## config.mk

```make
export PLATFORM = sky130hd
export DESIGN_NAME = msrv32_pipe_ctrl
export DESIGN_NICKNAME = d
export VERILOG_FILES = /design/src/rtl/msrv32_pkg.sv /design/src/rtl/msrv32_trap_prio.sv /design/src/rtl/msrv32_pipe_ctrl.sv
export SDC_FILE = /design/constraint.sdc
export NUM_CORES = 1
export LEC_CHECK = 0
export ABC_AREA = 1
export BUFFER_PORTS_ARGS = -buffer_cell sky130_fd_sc_hd__buf_2
export CAP_MARGIN = 20
export CORE_MARGIN = 10
export CORE_UTILIZATION = 40
export DETAILED_ROUTE_END_ITERATION = 12
export PLACE_DENSITY = 0.67
export SLEW_MARGIN = 30
export SYNTH_ARGS = -nofsm -noshare
export SYNTH_HDL_FRONTEND = slang
export SYNTH_HIERARCHICAL = 1
export SYNTH_SLANG_ARGS = --single-unit
export TNS_END_PERCENT = 1
```

## constraint.sdc

```tcl
create_clock -name clk_in -period 2 [get_ports clk_in]
set_input_delay 0.4 -clock clk_in [delete_from_list [all_inputs] [get_ports clk_in]]
set_output_delay 0.4 -clock clk_in [all_outputs]
set_load 0.02 [all_outputs]
```

## src/rtl/msrv32_pkg.sv

```systemverilog
// Shared encodings for the msrv32 pipeline: controller states, PC sources,
// mcause codes and the write-back selectors used by the stage registers.
package msrv32_pkg;

    localparam logic [1:0] ST_RESET       = 2'd0;
    localparam logic [1:0] ST_OPERATING   = 2'd1;
    localparam logic [1:0] ST_TRAP_TAKEN  = 2'd2;
    localparam logic [1:0] ST_TRAP_RETURN = 2'd3;

    localparam logic [1:0] PC_BOOT = 2'b00;
    localparam logic [1:0] PC_SEQ  = 2'b01;
    localparam logic [1:0] PC_TRAP = 2'b10;
    localparam logic [1:0] PC_EPC  = 2'b11;

    // Exception codes (i_or_e = 0)
    localparam logic [3:0] CAUSE_INSTR_MISALIGN = 4'd0;
    localparam logic [3:0] CAUSE_ILLEGAL_INSTR  = 4'd2;
    localparam logic [3:0] CAUSE_BREAKPOINT     = 4'd3;
    localparam logic [3:0] CAUSE_LOAD_MISALIGN  = 4'd4;
    localparam logic [3:0] CAUSE_LOAD_ACCESS    = 4'd5;
    localparam logic [3:0] CAUSE_STORE_MISALIGN = 4'd6;
    localparam logic [3:0] CAUSE_STORE_ACCESS   = 4'd7;
    localparam logic [3:0] CAUSE_ECALL_M        = 4'd11;
    // Interrupt codes (i_or_e = 1)
    localparam logic [3:0] CAUSE_MSI            = 4'd3;
    localparam logic [3:0] CAUSE_MTI            = 4'd7;
    localparam logic [3:0] CAUSE_MEI            = 4'd11;

    localparam logic [2:0] WB_ALU  = 3'd0;
    localparam logic [2:0] WB_LOAD = 3'd1;
    localparam logic [2:0] WB_CSR  = 3'd2;
    localparam logic [2:0] WB_PC4  = 3'd3;
    localparam logic [2:0] WB_IMM  = 3'd4;

endpackage

```

## src/rtl/msrv32_trap_prio.sv

```systemverilog
// Combinational trap priority encoder: picks the highest-priority pending
// exception or enabled interrupt and reports its mcause code.
module msrv32_trap_prio
    import msrv32_pkg::*;
(
    input  logic       misaligned_instr_i,
    input  logic       illegal_instr_i,
    input  logic       ebreak_i,
    input  logic       ecall_i,
    input  logic       misaligned_load_i,
    input  logic       misaligned_store_i,
    input  logic       timeout_i,
    input  logic       store_i,
    input  logic       mie_i,
    input  logic       meie_i,
    input  logic       mtie_i,
    input  logic       msie_i,
    input  logic       meip_i,
    input  logic       mtip_i,
    input  logic       msip_i,
    output logic       trap_req_o,
    output logic [3:0] cause_o,
    output logic       is_irq_o
);

    // Fixed-priority selection, synchronous exceptions ahead of interrupts
    always_comb begin
        trap_req_o = 1'b1;
        cause_o    = CAUSE_INSTR_MISALIGN;
        is_irq_o   = 1'b0;
        if (misaligned_instr_i) begin
            cause_o = CAUSE_INSTR_MISALIGN;
        end else if (illegal_instr_i) begin
            cause_o = CAUSE_ILLEGAL_INSTR;
        end else if (ebreak_i) begin
            cause_o = CAUSE_BREAKPOINT;
        end else if (ecall_i) begin
            cause_o = CAUSE_ECALL_M;
        end else if (misaligned_load_i) begin
            cause_o = CAUSE_LOAD_MISALIGN;
        end else if (misaligned_store_i) begin
            cause_o = CAUSE_STORE_MISALIGN;
        end else if (timeout_i) begin
            cause_o = store_i ? CAUSE_STORE_ACCESS : CAUSE_LOAD_ACCESS;
        end else if (mie_i && meie_i && meip_i) begin
            cause_o  = CAUSE_MEI;
            is_irq_o = 1'b1;
        end else if (mie_i && msie_i && msip_i) begin
            cause_o  = CAUSE_MSI;
            is_irq_o = 1'b1;
        end else if (mie_i && mtie_i && mtip_i) begin
            cause_o  = CAUSE_MTI;
            is_irq_o = 1'b1;
        end else begin
            trap_req_o = 1'b0;
        end
    end

endmodule

```

## src/rtl/msrv32_pipe_ctrl.sv

```systemverilog
// Stage-2/3 pipeline sequencing: load/stall/flush decisions, next-PC source,
// trap entry / mret FSM and the data-memory wait timeout.
module msrv32_pipe_ctrl
    import msrv32_pkg::*;
#(
    parameter int unsigned MEM_TIMEOUT = 16,
    parameter int unsigned TO_W        = 8
) (
    input  logic       clk_in,
    input  logic       reset_in,
    input  logic       illegal_instr_in,
    input  logic       misaligned_instr_in,
    input  logic       misaligned_load_in,
    input  logic       misaligned_store_in,
    input  logic       ecall_in,
    input  logic       ebreak_in,
    input  logic       mret_in,
    input  logic       branch_taken_in,
    input  logic       mie_in,
    input  logic       meie_in,
    input  logic       mtie_in,
    input  logic       msie_in,
    input  logic       meip_in,
    input  logic       mtip_in,
    input  logic       msip_in,
    input  logic       dmem_req_in,
    input  logic       dmem_wr_in,
    input  logic       dmem_ready_in,
    output logic       stall_out,
    output logic       flush_out,
    output logic [1:0] pc_src_out,
    output logic       trap_taken_out,
    output logic       set_epc_out,
    output logic       set_cause_out,
    output logic       mie_clear_out,
    output logic       mie_set_out,
    output logic [3:0] cause_out,
    output logic       i_or_e_out
);

    localparam logic [TO_W-1:0] TIMEOUT_C = TO_W'(MEM_TIMEOUT);

    logic [1:0]      state_q, state_d;
    logic [TO_W-1:0] cnt_q, cnt_d;
    logic [3:0]      cause_q, cause_d;
    logic            irq_q, irq_d;

    logic            operating_s;
    logic            waiting_s;
    logic            timeout_s;
    logic            stall_s;
    logic            trap_req_s;
    logic [3:0]      trap_cause_s;
    logic            trap_irq_s;
    logic            trap_take_s;
    logic            mret_take_s;

    assign operating_s = (state_q == ST_OPERATING);
    assign waiting_s   = dmem_req_in & ~dmem_ready_in;
    assign timeout_s   = waiting_s & (cnt_q == TIMEOUT_C);
    assign stall_s     = operating_s & waiting_s & (cnt_q < TIMEOUT_C);
    // A stalled instruction has not advanced, so nothing may retire or trap yet
    assign trap_take_s = operating_s & ~stall_s & trap_req_s;
    assign mret_take_s = operating_s & ~stall_s & mret_in & ~trap_req_s;

    msrv32_trap_prio u_trap_prio (
        .misaligned_instr_i (misaligned_instr_in),
        .illegal_instr_i    (illegal_instr_in),
        .ebreak_i           (ebreak_in),
        .ecall_i            (ecall_in),
        .misaligned_load_i  (misaligned_load_in),
        .misaligned_store_i (misaligned_store_in),
        .timeout_i          (timeout_s),
        .store_i            (dmem_wr_in),
        .mie_i              (mie_in),
        .meie_i             (meie_in),
        .mtie_i             (mtie_in),
        .msie_i             (msie_in),
        .meip_i             (meip_in),
        .mtip_i             (mtip_in),
        .msip_i             (msip_in),
        .trap_req_o         (trap_req_s),
        .cause_o            (trap_cause_s),
        .is_irq_o           (trap_irq_s)
    );

    // Next-state, wait-counter and trap-cause update logic
    always_comb begin
        state_d = ST_RESET;
        cnt_d   = cnt_q;
        cause_d = cause_q;
        irq_d   = irq_q;
        case (state_q)
            ST_RESET:       state_d = ST_OPERATING;
            ST_OPERATING: begin
                if (trap_take_s) begin
                    state_d = ST_TRAP_TAKEN;
                end else if (mret_take_s) begin
                    state_d = ST_TRAP_RETURN;
                end else begin
                    state_d = ST_OPERATING;
                end
            end
            ST_TRAP_TAKEN:  state_d = ST_OPERATING;
            ST_TRAP_RETURN: state_d = ST_OPERATING;
            default:        state_d = ST_RESET;
        endcase

        // Counter only measures waits seen by an operating pipeline
        if (!operating_s || trap_take_s || !waiting_s) begin
            cnt_d = '0;
        end else if (cnt_q != TIMEOUT_C) begin
            cnt_d = cnt_q + TO_W'(1);
        end else begin
            cnt_d = cnt_q;
        end

        if (trap_take_s) begin
            cause_d = trap_cause_s;
            irq_d   = trap_irq_s;
        end else begin
            cause_d = cause_q;
            irq_d   = irq_q;
        end
    end

    // State, counter and cause registers with synchronous reset
    always_ff @(posedge clk_in) begin
        if (reset_in) begin
            state_q <= ST_RESET;
            cnt_q   <= '0;
            cause_q <= 4'd0;
            irq_q   <= 1'b0;
        end else begin
            state_q <= state_d;
            cnt_q   <= cnt_d;
            cause_q <= cause_d;
            irq_q   <= irq_d;
        end
    end

    // Per-state output decode
    always_comb begin
        pc_src_out     = PC_BOOT;
        flush_out      = 1'b0;
        stall_out      = 1'b0;
        trap_taken_out = 1'b0;
        set_epc_out    = 1'b0;
        set_cause_out  = 1'b0;
        mie_clear_out  = 1'b0;
        mie_set_out    = 1'b0;
        case (state_q)
            ST_RESET: begin
                pc_src_out = PC_BOOT;
                flush_out  = 1'b1;
            end
            ST_OPERATING: begin
                pc_src_out = PC_SEQ;
                stall_out  = stall_s;
                flush_out  = branch_taken_in & ~stall_s & ~trap_take_s & ~mret_take_s;
            end
            ST_TRAP_TAKEN: begin
                pc_src_out     = PC_TRAP;
                flush_out      = 1'b1;
                trap_taken_out = 1'b1;
                set_epc_out    = 1'b1;
                set_cause_out  = 1'b1;
                mie_clear_out  = 1'b1;
            end
            ST_TRAP_RETURN: begin
                pc_src_out  = PC_EPC;
                flush_out   = 1'b1;
                mie_set_out = 1'b1;
            end
            default: begin
                pc_src_out = PC_BOOT;
                flush_out  = 1'b1;
            end
        endcase
    end

    assign cause_out  = cause_q;
    assign i_or_e_out = irq_q;

endmodule

```

Word level (Yosys, flattened, before mapping)
Cells that the tools add are included.

operators by class
  $add $sub $neg = 1
  multiplexer cells = 36
  reductions and logical operators = 13
  equality and inequality tests = 5
  order comparisons = 1
  bitwise operators = 16

operators with widths
  operator             count
  $mux 4               9
  $mux 1               20
  $and 1x1->1          11
  $add 8x1->8 const B  1
  $eq 8x5->1 const B   1
  $lt 8x5->1 const B   1
  $ne 8x5->1 const B   1
  $pmux 2 s4           1
  $logic_and 1x1->1    6
  $mux 2               3
  $not 1->1            5
  $eq 2x2->1 const B   2
  $pmux 2 s2           1
  $mux 3               1
  $reduce_or 3->1      1
  $eq 2x1->1 const B   1
  $logic_not 1->1      2
  $logic_not 2->1      1
  $logic_or 1x1->1     2
  $pmux 1 s2           1
  $reduce_or 2->1      1

word-level totals
  bits in registers = 15
  output and inout bits = 14
  word-level logic and storage cells = 76
  input bits = 20

Longest topological paths before layout
Gate-level depths: netlist of the first run.

  word-level depth = 17
  gate-level depth with buffers = 15
  depth with buffers taken out = 15

By module
Netlist of the first run, hierarchy kept.

by module, submodules not included
  module            instances  seq. area each (sq um)  area each (sq um)  cells each
  msrv32_pipe_ctrl  1          300.3                   958.4              130
  msrv32_trap_prio  1          0.0                     158.9              30

Worst setup path before layout of the first run
No wires, ideal clock.

  path kind = register to output
  start = register cnt_q[0]
  end = output port flush_out
  required time = 1600 ps
  path buffers = 0
  setup slack = -197 ps
  arrival = 1797 ps
  cell stages (with the launch flop) = 13
  cells stage by stage = dfxtp_1 > inv_1 > ha_1 > nand2_1 > nor2_1 > nand3_1 > nor2_1 > inv_2 > nand4_1 > or2_1 > o211ai_1 > nand2_1 > nand2_1

between the ends
  word-level cells in the longest chain between the ends = 14
  elaborated cells between the ends (all ways) = 23
  those cells by class = 1 x order compare; 1 x eq/ne; 8 x mux; 13 x bitwise

RTL lines
  what                                             line                                             text
  from (decl)                                      msrv32_pipe_ctrl.sv:44                           logic [TO_W-1:0] cnt_q, cnt_d;
  from (signal assigned)                           msrv32_pipe_ctrl.sv:136                          cnt_q <= cnt_d;
  $eq 8x5->1 (*)                                   msrv32_pipe_ctrl.sv:60                           assign timeout_s = waiting_s & (cnt_q == TIMEOUT_C);
  $and 1x1->1 (*)                                  msrv32_pipe_ctrl.sv:60
  via timeout_s                                    msrv32_pipe_ctrl.sv:50                           logic timeout_s;
  $mux 1 (*)                                       msrv32_trap_prio.sv:43                           end else if (timeout_i) begin
  $mux 1 (*)                                       msrv32_trap_prio.sv:41                           end else if (misaligned_store_i) begin
  $mux 1 (*)                                       msrv32_trap_prio.sv:39                           end else if (misaligned_load_i) begin
  $mux 1 (*)                                       msrv32_trap_prio.sv:37                           end else if (ecall_i) begin
  $mux 1 (*)                                       msrv32_trap_prio.sv:35                           end else if (ebreak_i) begin
  $mux 1 (*)                                       msrv32_trap_prio.sv:33                           end else if (illegal_instr_i) begin
  $mux 1 (*)                                       msrv32_trap_prio.sv:31                           if (misaligned_instr_i) begin
  via trap_req_s                                   msrv32_pipe_ctrl.sv:52                           logic trap_req_s;
  $and 1x1->1 / $not 1->1 (equally long branches)  msrv32_pipe_ctrl.sv:63, msrv32_pipe_ctrl.sv:64
  $not 1->1 / $and 1x1->1 (equally long branches)  msrv32_pipe_ctrl.sv:160, msrv32_pipe_ctrl.sv:64
  $and 1x1->1 / $not 1->1 (equally long branches)  msrv32_pipe_ctrl.sv:160                          flush_out = branch_taken_in & ~stall_s & ~trap_take_s & ~mret_take_s;
  $and 1x1->1 (*)                                  msrv32_pipe_ctrl.sv:160
  $pmux 1 s2 (*)                                   msrv32_pipe_ctrl.sv:152                          case (state_q)
  to (decl)                                        msrv32_pipe_ctrl.sv:30                           output logic flush_out,

The timed path passes the listed nets; every way through them passes the cells marked *.

Worst setup path after layout of the first run
Same ends and word-level chain as after synthesis.

==> flow_summary.json, run 1 <==
{
  "num_rows": 19,
  "hold_viol": 0,
  "synthArstFlopShare_pct": 0,
  "startpoint_type": "flop",
  "clock_path_buffers": 2,
  "fin_ws_ns": -0.3912,
  "area_growth_pct": 58.68,
  "hold_class": "primary input to flop",
  "placed_area_um2": 1425,
  "core_area_um2": 2710,
  "firstDrtPassIters": 4,
  "power.total_uw": 776.0,
  "instances_no_fill": 269,
  "p_leak_nw": 0.9194,
  "fin_skew_ns": 0.01128,
  "ctsHoldBuffers": 0,
  "die_w_um": 72.85,
  "crit_fanout": 2,
  "slew_headroom_pct": 81.90,
  "status": "finished with violations",
  "chipHeight_um": 72.85,
  "ys_warn_count": 6,
  "path_class": "flop to primary output",
  "grt_max_degree": 9,
  "die_area_um2": 5307,
  "antenna_found_initial": 0,
  "wl_per_cell_um": 12.51,
  "drt_iter0_drc": 45,
  "antennaDiodeCount": 0,
  "finalSetupViolations": 4,
  "ys_types": 25,
  "cap_violations": 0,
  "portBuffers": 33,
  "r2r-end": "cnt_q[0]",
  "clock_sinks": 15,
  "synth_nets": 187,
  "grt_usage_pct": 11.99,
  "wirelength_um": 3365,
  "overflow": 0,
  "grt_pass1_vias": 1289,
  "synth_top_area_cell": "dfxtp_1",
  "timing.final.crit_share_pct": 119.6,
  "initial_utilization_pct": 41.23,
  "synthCells": 160,
  "syn_area_per_cell_um2": 6.983,
  "h-tree-depth": 1,
  "use_met1_pct": 13.56,
  "grt_first_pass_wirelength_um": 5285,
  "maxClockFrequency_mhz": 418.2,
  "clk_pin_slew_worst_paths_ns": 0.10,
  "cpMaxStageDelayCell": "dfxtp_2",
  "cts_tree": "done",
  "cts_root_buf": "clkbuf_4",
  "tightest_slew_ns": 0.2712,
  "finalSetupTns_ns": -0.9373,
  "synth-seq-area-share_pct": 26.88,
  "synth_edf_count": 0,
  "clk_latency_ns": 0.30,
  "critPathMaxStageDelay_ns": 0.36,
  "cp_data_required_time_ns": 1.60,
  "hp-start": "reset_in",
  "arrival_ns": 1.99,
  "synthesis.area_um2": 1117,
  "stdcell_area_um2": 1773,
  "ys_top_cells_by_area": "dfxtp_1, inv_1, ha_1",
  "critical_path.cell_chain": "inv_2, ha_4, nand2_2, nor2_2, nand3_2, nor2_4, inv_2, nand4_1, or2_4, o211ai_1, nand2_1, nand2_2, buf_6",
  "violations": "negative setup slack",
  "ys_ff_latch": 15,
  "dp_hpwl_um": 2180,
  "postRouteAntennaNets": 0,
  "drive_above_1_share_pct": 51.26,
  "crit_buf_inv": 3,
  "maxSlewViolCount": 0,
  "nets": 266,
  "holdPathEnd": "cause_out[1]",
  "io_pins": 34,
  "num_vias": 1239,
  "ff2ff_path_depth": 17,
  "period_minus_slack_ns": 2.391,
  "path_delay_family": "simple AND/OR/NAND/NOR gates",
  "vdd.ir_drop.worst_mv": 0.3788,
  "r2r_start": "cnt_q[0]",
  "synth_ff_type": "dfxtp_1",
  "grt_use_met3_pct": 2.585,
  "rsz0062_at_grt": "true",
  "rrSetupSlack_ns": -0.24,
  "hold-path-cell-count": 4,
  "gp_congestion": 0.7728,
  "startpoint": "cnt_q[0]",
  "power_density_nw_per_um2": 437.7,
  "crit_path_end_kind": "primary output",
  "gr-max-usage-layer": "met2",
  "use_met2_pct": 20.13,
  "cts_made_buffers": 3,
  "route.detailed.drc": 0,
  "final_util_pct": 65.42,
  "placedCellCount": 236,
  "viasPerCell": 4.606,
  "yosys.area.top_type_share_pct": 26.88
}
[worst register-to-register path, delay by kind of cell (launching register included)]
kind | cells | cell delay (ns)
buf+inv | 15 | 1.59
xor+xnor | 1 | 0.15
simple gates | 1 | 0.04
flops | 1 | 0.36
[how the worst max path moves through the flow]
stage | endpoint | slack (ns) | depth (start not counted)
6_report | flush_out | -0.39 | 13
5_1_grt | flush_out | -0.52 | 13
4_1_cts | flush_out | -0.31 | 13
3_5_place_dp | flush_out | -0.05 | 13
3_3_place_gp | flush_out | -0.01 | 13
2_1_floorplan | flush_out | 0.003 | 12
[synthesized netlist by cell type (3+ instances only)]
| cell | n |
|---|---|
| inv_1 | 34 |
| nand2_1 | 22 |
| nor2_1 | 20 |
| dfxtp_1 | 15 |
| nor2_2 | 9 |
| nand3_1 | 8 |
| ha_1 | 7 |
| nand4_1 | 7 |
| xor2_1 | 6 |
| a21oi_1 | 5 |
| nand2_2 | 4 |
| buf_4 | 3 |
| inv_2 | 3 |
| nand3_2 | 3 |
[report_power, final]
part           switching, mW  internal (mW)
Combinational          0.139          0.127
Sequential           0.00865          0.312
Clock                  0.111         0.0778
Total                  0.259          0.517
[repair_timing]
action,4_1_cts,5_1_grt
gates resized for setup,13,14
pin swaps,8,8
setup endpoints to repair,1,6
setup buffers,25,5
[sequential cells by signal, indices dropped and copies added, names as in the netlist]
register / count
cause_out: 4
cnt_q: 8
i_or_e_out: 1
state_q: 2
[final cells by class]
| type | instances | area, um2 |
|---|---|---|
| Fill cell | 214 | 937.1 |
| Clock buffer | 4 | 26.28 |
| Sequential cell | 15 | 302.8 |
| Tap cell | 31 | 38.79 |
| Inverter | 38 | 145.1 |
| Timing Repair Buffer | 78 | 565.5 |
| Multi-Input combinational cell | 103 | 694.4 |
[through the flow]
stage	hold slack (ns)	setup slack, ns
after floorplan	0.5421	0.003374
after global placement	0.4971	-0.01020
after detailed placement	0.4983	-0.04589
after CTS	0.4800	-0.3053
after global routing	0.4913	-0.5237
final	0.4749	-0.3912
[cells by family (layout without fill, tap and decap cells)]
| logic type | count (synthesis) | in the layout | synth area share, % |
|---|---|---|---|
| XOR/XNOR | 6 | 6 | 4.703 |
| flip-flops | 15 | 15 | 26.88 |
| AO/OA/AOI/OAI | 10 | 10 | 5.039 |
| buffers and inverters | 42 | 120 | 16.01 |
| adder cells (fa/ha/maj) | 7 | 7 | 7.838 |
| AND/OR/NAND/NOR | 80 | 80 | 39.53 |
[per-layer routing]
metal / vias to the layer above / wire (um)
met3: 6 / 118
met5: - / 0
met2: 33 / 1669
met1: 565 / 1506
li1: 635 / -
met4: 0 / 70
[placed cells by master, fill, tap and decap left out, types with 2 or more instances in the layout]
master,count
a21oi_1,4
a21oi_2,2
buf_2,32
buf_4,30
buf_6,16
clkbuf_4,3
dfxtp_1,13
dfxtp_2,2
ha_1,5
inv_1,32
inv_2,5
nand2_1,19
nand2_2,6
nand2_4,3
nand3_1,7
nand3_2,4
nand3_4,2
nand4_1,7
nor2_1,18
nor2_2,10
o21ai_0,2
xor2_1,5
Note: power is estimated with default switching activity, not from simulation.
==> run 2: changes to the inputs <==
- MAX_ROUTING_LAYER: default -> met4
==> flow_summary.json, run 2 (same netlist as run 1, synthesis figures left out) <==
{
  "clk_pin_slew_worst_paths_ns": 0.10,
  "pwr-share-comb_pct": 34.2,
  "overflow": 0,
  "num_vias": 1245,
  "slew_headroom_pct": 81.62,
  "cts_tree": "done",
  "timing.final.crit_share_pct": 119.8,
  "firstDrtPassIters": 4,
  "nets": 266,
  "io_pins": 34,
  "wl_per_cell_um": 12.59,
  "initial_utilization_pct": 41.23,
  "rsz0062_at_grt": "true",
  "tightest_slew_ns": 0.2753,
  "antennaDiodeCount": 0,
  "maxSlewViolCount": 0,
  "route.detailed.drc": 0,
  "antenna_found_initial": 0,
  "vdd.ir_drop.worst_mv": 0.3777,
  "p_clk_share_pct": 24.6,
  "arrival_ns": 2.00,
  "instances_no_fill": 269,
  "grt_max_degree": 9,
  "cpMaxStageDelayCell": "dfxtp_2",
  "power_density_nw_per_um2": 439.7,
  "status": "finished with violations",
  "die_area_um2": 5307,
  "grt_pass1_vias": 1290,
  "clock_sinks": 15,
  "gp_congestion": 0.7833,
  "drt_iter0_drc": 47,
  "maxClockFrequency_mhz": 417.3,
  "violations": "negative setup slack",
  "fin_skew_ns": 0.01194,
  "crit_buf_inv": 3,
  "num_rows": 19,
  "clk_latency_ns": 0.31,
  "dp_hpwl_um": 2180,
  "cts_root_buf": "clkbuf_4",
  "largest_reg_flops": 8,
  "crit_fanout": 2,
  "chipHeight_um": 72.85,
  "grt_first_pass_wirelength_um": 5285,
  "seqPwrFrac_pct": 41.1,
  "p_leak_nw": 0.9194,
  "fin_ws_ns": -0.3963,
  "swShare_pct": 33.66,
  "cp_data_required_time_ns": 1.60,
  "startpoint_type": "flop",
  "pre_cts_ws_ns": -0.04589,
  "critPathMaxStageDelay_ns": 0.35,
  "crit_path_end_kind": "primary output",
  "grt_usage_pct": 12.32,
  "layout_common_cells": "inv_1, buf_2, buf_4",
  "area_growth_pct": 58.68,
  "portBuffers": 33,
  "finalSetupViolations": 4,
  "switchingPower_uw": 262.4,
  "power.total_uw": 779.6,
  "drive_above_1_share_pct": 51.26,
  "h-tree-depth": 1,
  "core_area_um2": 2710,
  "path_class": "flop to primary output",
  "hold_viol": 0,
  "viasPerCell": 4.628,
  "path_delay_family": "simple AND/OR/NAND/NOR gates",
  "placedCellCount": 236,
  "critical_path.cell_chain": "inv_2, ha_4, nand2_2, nor2_2, nand3_2, nor2_4, inv_2, nand4_1, or2_4, o211ai_1, nand2_1, nand2_2, buf_6",
  "cts_made_buffers": 3,
  "period_minus_slack_ns": 2.396,
  "clock_path_buffers": 2,
  "internal_power_uw": 517.2,
  "postRouteAntennaNets": 0,
  "regMostFlops": "cnt_q",
  "cap_violations": 0,
  "hold_class": "primary input to flop",
  "wirelength_um": 3388,
  "die_w_um": 72.85
}
-- run 2: power by group through the flow --
stage / sequential, mW / combinational [mW] / clock [mW]
after floorplan: 0.339 / 0.120 / 0
after global placement: 0.326 / 0.196 / 0
after detailed placement: 0.327 / 0.198 / 0
after CTS: 0.320 / 0.244 / 0.184
after global routing: 0.323 / 0.292 / 0.213
final: 0.321 / 0.267 / 0.192
-- run 2: tightest hold or removal path, cell delays in order --
cell     delay, ns
buf_2         0.07
inv_1         0.12
nand2_1       0.10
nor2_1        0.04
-- run 2: repair_timing --
item,CTS,global route
setup endpoints to repair,1,6
resized for setup,13,14
buffers inserted,25,5
pin swaps,8,8
hold buffers,0,0
-- run 2: path summary, 6_finish.rpt --
kind               from      endpoint  slack [ns]  cells past startpoint
max reg2reg    cnt_q[0]      cnt_q[0]       -0.24                     17
min            reset_in  cause_out[1]        0.47                      4
min reg2reg  i_or_e_out    i_or_e_out        0.51                      4
max            cnt_q[0]     flush_out       -0.40                     13
-- run 2: per-stage QoR --
step,area [um2],TNS (ns),util [%],hold WS [ns]
floorplan,1135,0,-,0.5421
global placement,1425,-0.01020,52.59,0.4971
detailed placement,1425,-0.04589,52.59,0.4983
CTS,1682,-0.6072,62.05,0.4800
global route,1773,-1.461,65.42,0.4913
finish,1773,-0.9442,65.42,0.4706
-- run 2: final cells by class --
cell class,count,area (um2)
clock buffers,4,26.28
repair buffers,78,565.5
fillers,214,937.1
well taps,31,38.79
flip-flops and latches,15,302.8
multi-input cells,103,694.4
inverters,38,145.1
-- run 2: routing by layer --
layer  up-vias  track usage, %  routed length, um
met4         0           6.962                 73
met1       562           13.80               1510
li1        635               -                  -
met3         6           2.177                141
met2        42           20.13               1663
met5         -               -                  0
==> run 3: changes to the inputs <==
- CORE_ASPECT_RATIO: default -> 1.25
==> flow_summary.json, run 3 (same netlist as run 1, synthesis figures left out) <==
{
  "crit_path_end_kind": "primary output",
  "cp_data_required_time_ns": 1.60,
  "antenna_found_initial": 0,
  "status": "finished with violations",
  "grt_pass1_vias": 1137,
  "antennaDiodeCount": 0,
  "holdPathEnd": "state_q[1]",
  "route.detailed.drc": 0,
  "pwr-share-comb_pct": 28.2,
  "instances_no_fill": 241,
  "grt_first_pass_wirelength_um": 4512,
  "clock_sinks": 15,
  "vdd.ir_drop.worst_mv": 0.2928,
  "clock_path_buffers": 2,
  "chipHeight_um": 79.09,
  "hold-path-cell-count": 3,
  "firstDrtPassIters": 4,
  "area_growth_pct": 30.24,
  "violations": "negative setup slack",
  "nets": 235,
  "arrival_ns": 1.95,
  "final_util_pct": 54.30,
  "overflow": 0,
  "clk_pin_slew_worst_paths_ns": 0.09,
  "path_class": "flop to primary output",
  "clk_latency_ns": 0.29,
  "hold_class": "primary input to flop",
  "slew_headroom_pct": 81.82,
  "ff2ff_path_depth": 13,
  "timing.final.crit_share_pct": 117.4,
  "largest_reg_flops": 8,
  "regMostFlops": "cnt_q",
  "r2r_start": "cnt_q[0]",
  "fin_ws_ns": -0.3490,
  "cts_tree": "done",
  "maxSlewViolCount": 0,
  "gp_congestion": 0.8274,
  "r2r-end": "cnt_q[4]",
  "core_area_um2": 2680,
  "power_density_nw_per_um2": 478.8,
  "initial_utilization_pct": 41.69,
  "pre_cts_ws_ns": -0.06216,
  "dp_hpwl_um": 2213,
  "layout_common_cells": "buf_2, inv_1, nand2_1",
  "grt_max_degree": 10,
  "rrSetupSlack_ns": 0.19,
  "portBuffers": 33,
  "p_leak_nw": 0.7461,
  "ctsHoldBuffers": 0,
  "wl_per_cell_um": 10.74,
  "multi_input_area_um2": 660.6,
  "num_vias": 1100,
  "finalSetupViolations": 1,
  "num-fill-cells": 274,
  "wirelength_um": 2589,
  "final_common_cell": "buf_2",
  "viasPerCell": 4.564,
  "seqPwrFrac_pct": 45.9,
  "h-tree-depth": 1,
  "period_minus_slack_ns": 2.349,
  "cap_violations": 0,
  "cpMaxStageDelayCell": "dfxtp_2",
  "die_area_um2": 5320,
  "internal_power_uw": 464.8,
  "power.total_uw": 696.7,
  "startpoint_type": "flop",
  "cts_made_buffers": 3,
  "num_rows": 21,
  "regArea_um2": 302.8,
  "io_pins": 34,
  "tightest_slew_ns": 0.2725,
  "fin_skew_ns": 0.005160,
  "die_w_um": 67.27,
  "critPathMaxStageDelay_ns": 0.34,
  "cts_root_buf": "clkbuf_4",
  "crit_fanout": 2,
  "drive_above_1_share_pct": 42.51,
  "drt_iter0_drc": 34,
  "rsz0062_at_grt": "true",
  "critical_path.cell_chain": "inv_2, ha_2, nand2_1, nor2_1, nand3_2, nor2_4, inv_2, nand4_1, or2_4, o211ai_1, nand2_1, nand2_2, buf_6",
  "p_clk_share_pct": 25.9,
  "switchingPower_uw": 231.9,
  "swShare_pct": 33.28,
  "maxClockFrequency_mhz": 425.7,
  "hp-start": "mret_in",
  "hold_viol": 0,
  "postRouteAntennaNets": 0,
  "holdWs_ns": 0.4265,
  "placedCellCount": 236,
  "grt_usage_pct": 10.89
}
[run 3: cell count changes in the layout (fill, tap and decap cells not counted), sizes merged]
cell / previous run / this run
clkinv: 0 / 1
buf: 78 / 47
clkbuf: 4 / 3
[run 3: area by class of cell]
type	count	share of cell area, %
Clock inverter	1	0.3439
Sequential cell	15	20.81
Inverter	38	9.974
Timing Repair Buffer	47	19.00
Tap cell	34	2.923
Clock buffer	3	1.548
Multi-Input combinational cell	103	45.40
[run 3: worst max-delay path by stage]
| stage | to | slack, ns | start | cells after the start |
|---|---|---|---|---|
| 2_1_floorplan | flush_out | 0.003 | cnt_q[0] | 12 |
| 3_3_place_gp | flush_out | -0.03 | cnt_q[0] | 13 |
| 3_5_place_dp | flush_out | -0.06 | cnt_q[0] | 13 |
| 4_1_cts | flush_out | -0.37 | cnt_q[0] | 13 |
| 5_1_grt | flush_out | -0.51 | cnt_q[0] | 13 |
| 6_report | flush_out | -0.35 | cnt_q[0] | 13 |
[run 3: critical path: cells and delay by family, from the launching register on]
family,cells,cell delay (ns)
and+or+nand+nor,8,0.75
DFF,1,0.34
AOI/OAI and AO/OA,1,0.20
buffers and inverters,3,0.19
adders and majority gates,1,0.16
[run 3: stage by stage]
step / area [um2] / TNS (ns)
4_1_cts: 1445 / -0.3655
2_1_floorplan: 1135 / 0
3_3_place_gp: 1406 / -0.02790
5_1_grt: 1455 / -0.5078
6_report: 1455 / -0.3490
3_5_place_dp: 1406 / -0.06216
[run 3: repair_timing]
action                     4_1_cts  5_1_grt
setup endpoints to repair        1        2
gates resized for setup          3        3
pin swaps                        5        4
buffers inserted                 0        1
[run 3: per-layer routing]
metal,wire (um),up-vias,share of wire [%],GRT usage (%)
met1,1112,489,43,11.52
met2,1347,24,52,18.82
met5,0,-,0,-
met3,74,5,2.9,1.685
met4,55,0,2.1,5.556
li1,-,582,-,-
[run 3: power by group through the flow]
stage | clock network, mW | logic [mW] | registers (mW)
2_1_floorplan | 0 | 0.120 | 0.339
3_3_place_gp | 0 | 0.191 | 0.326
3_5_place_dp | 0 | 0.194 | 0.327
4_1_cts | 0.190 | 0.199 | 0.320
5_1_grt | 0.205 | 0.219 | 0.322
6_report | 0.180 | 0.196 | 0.320
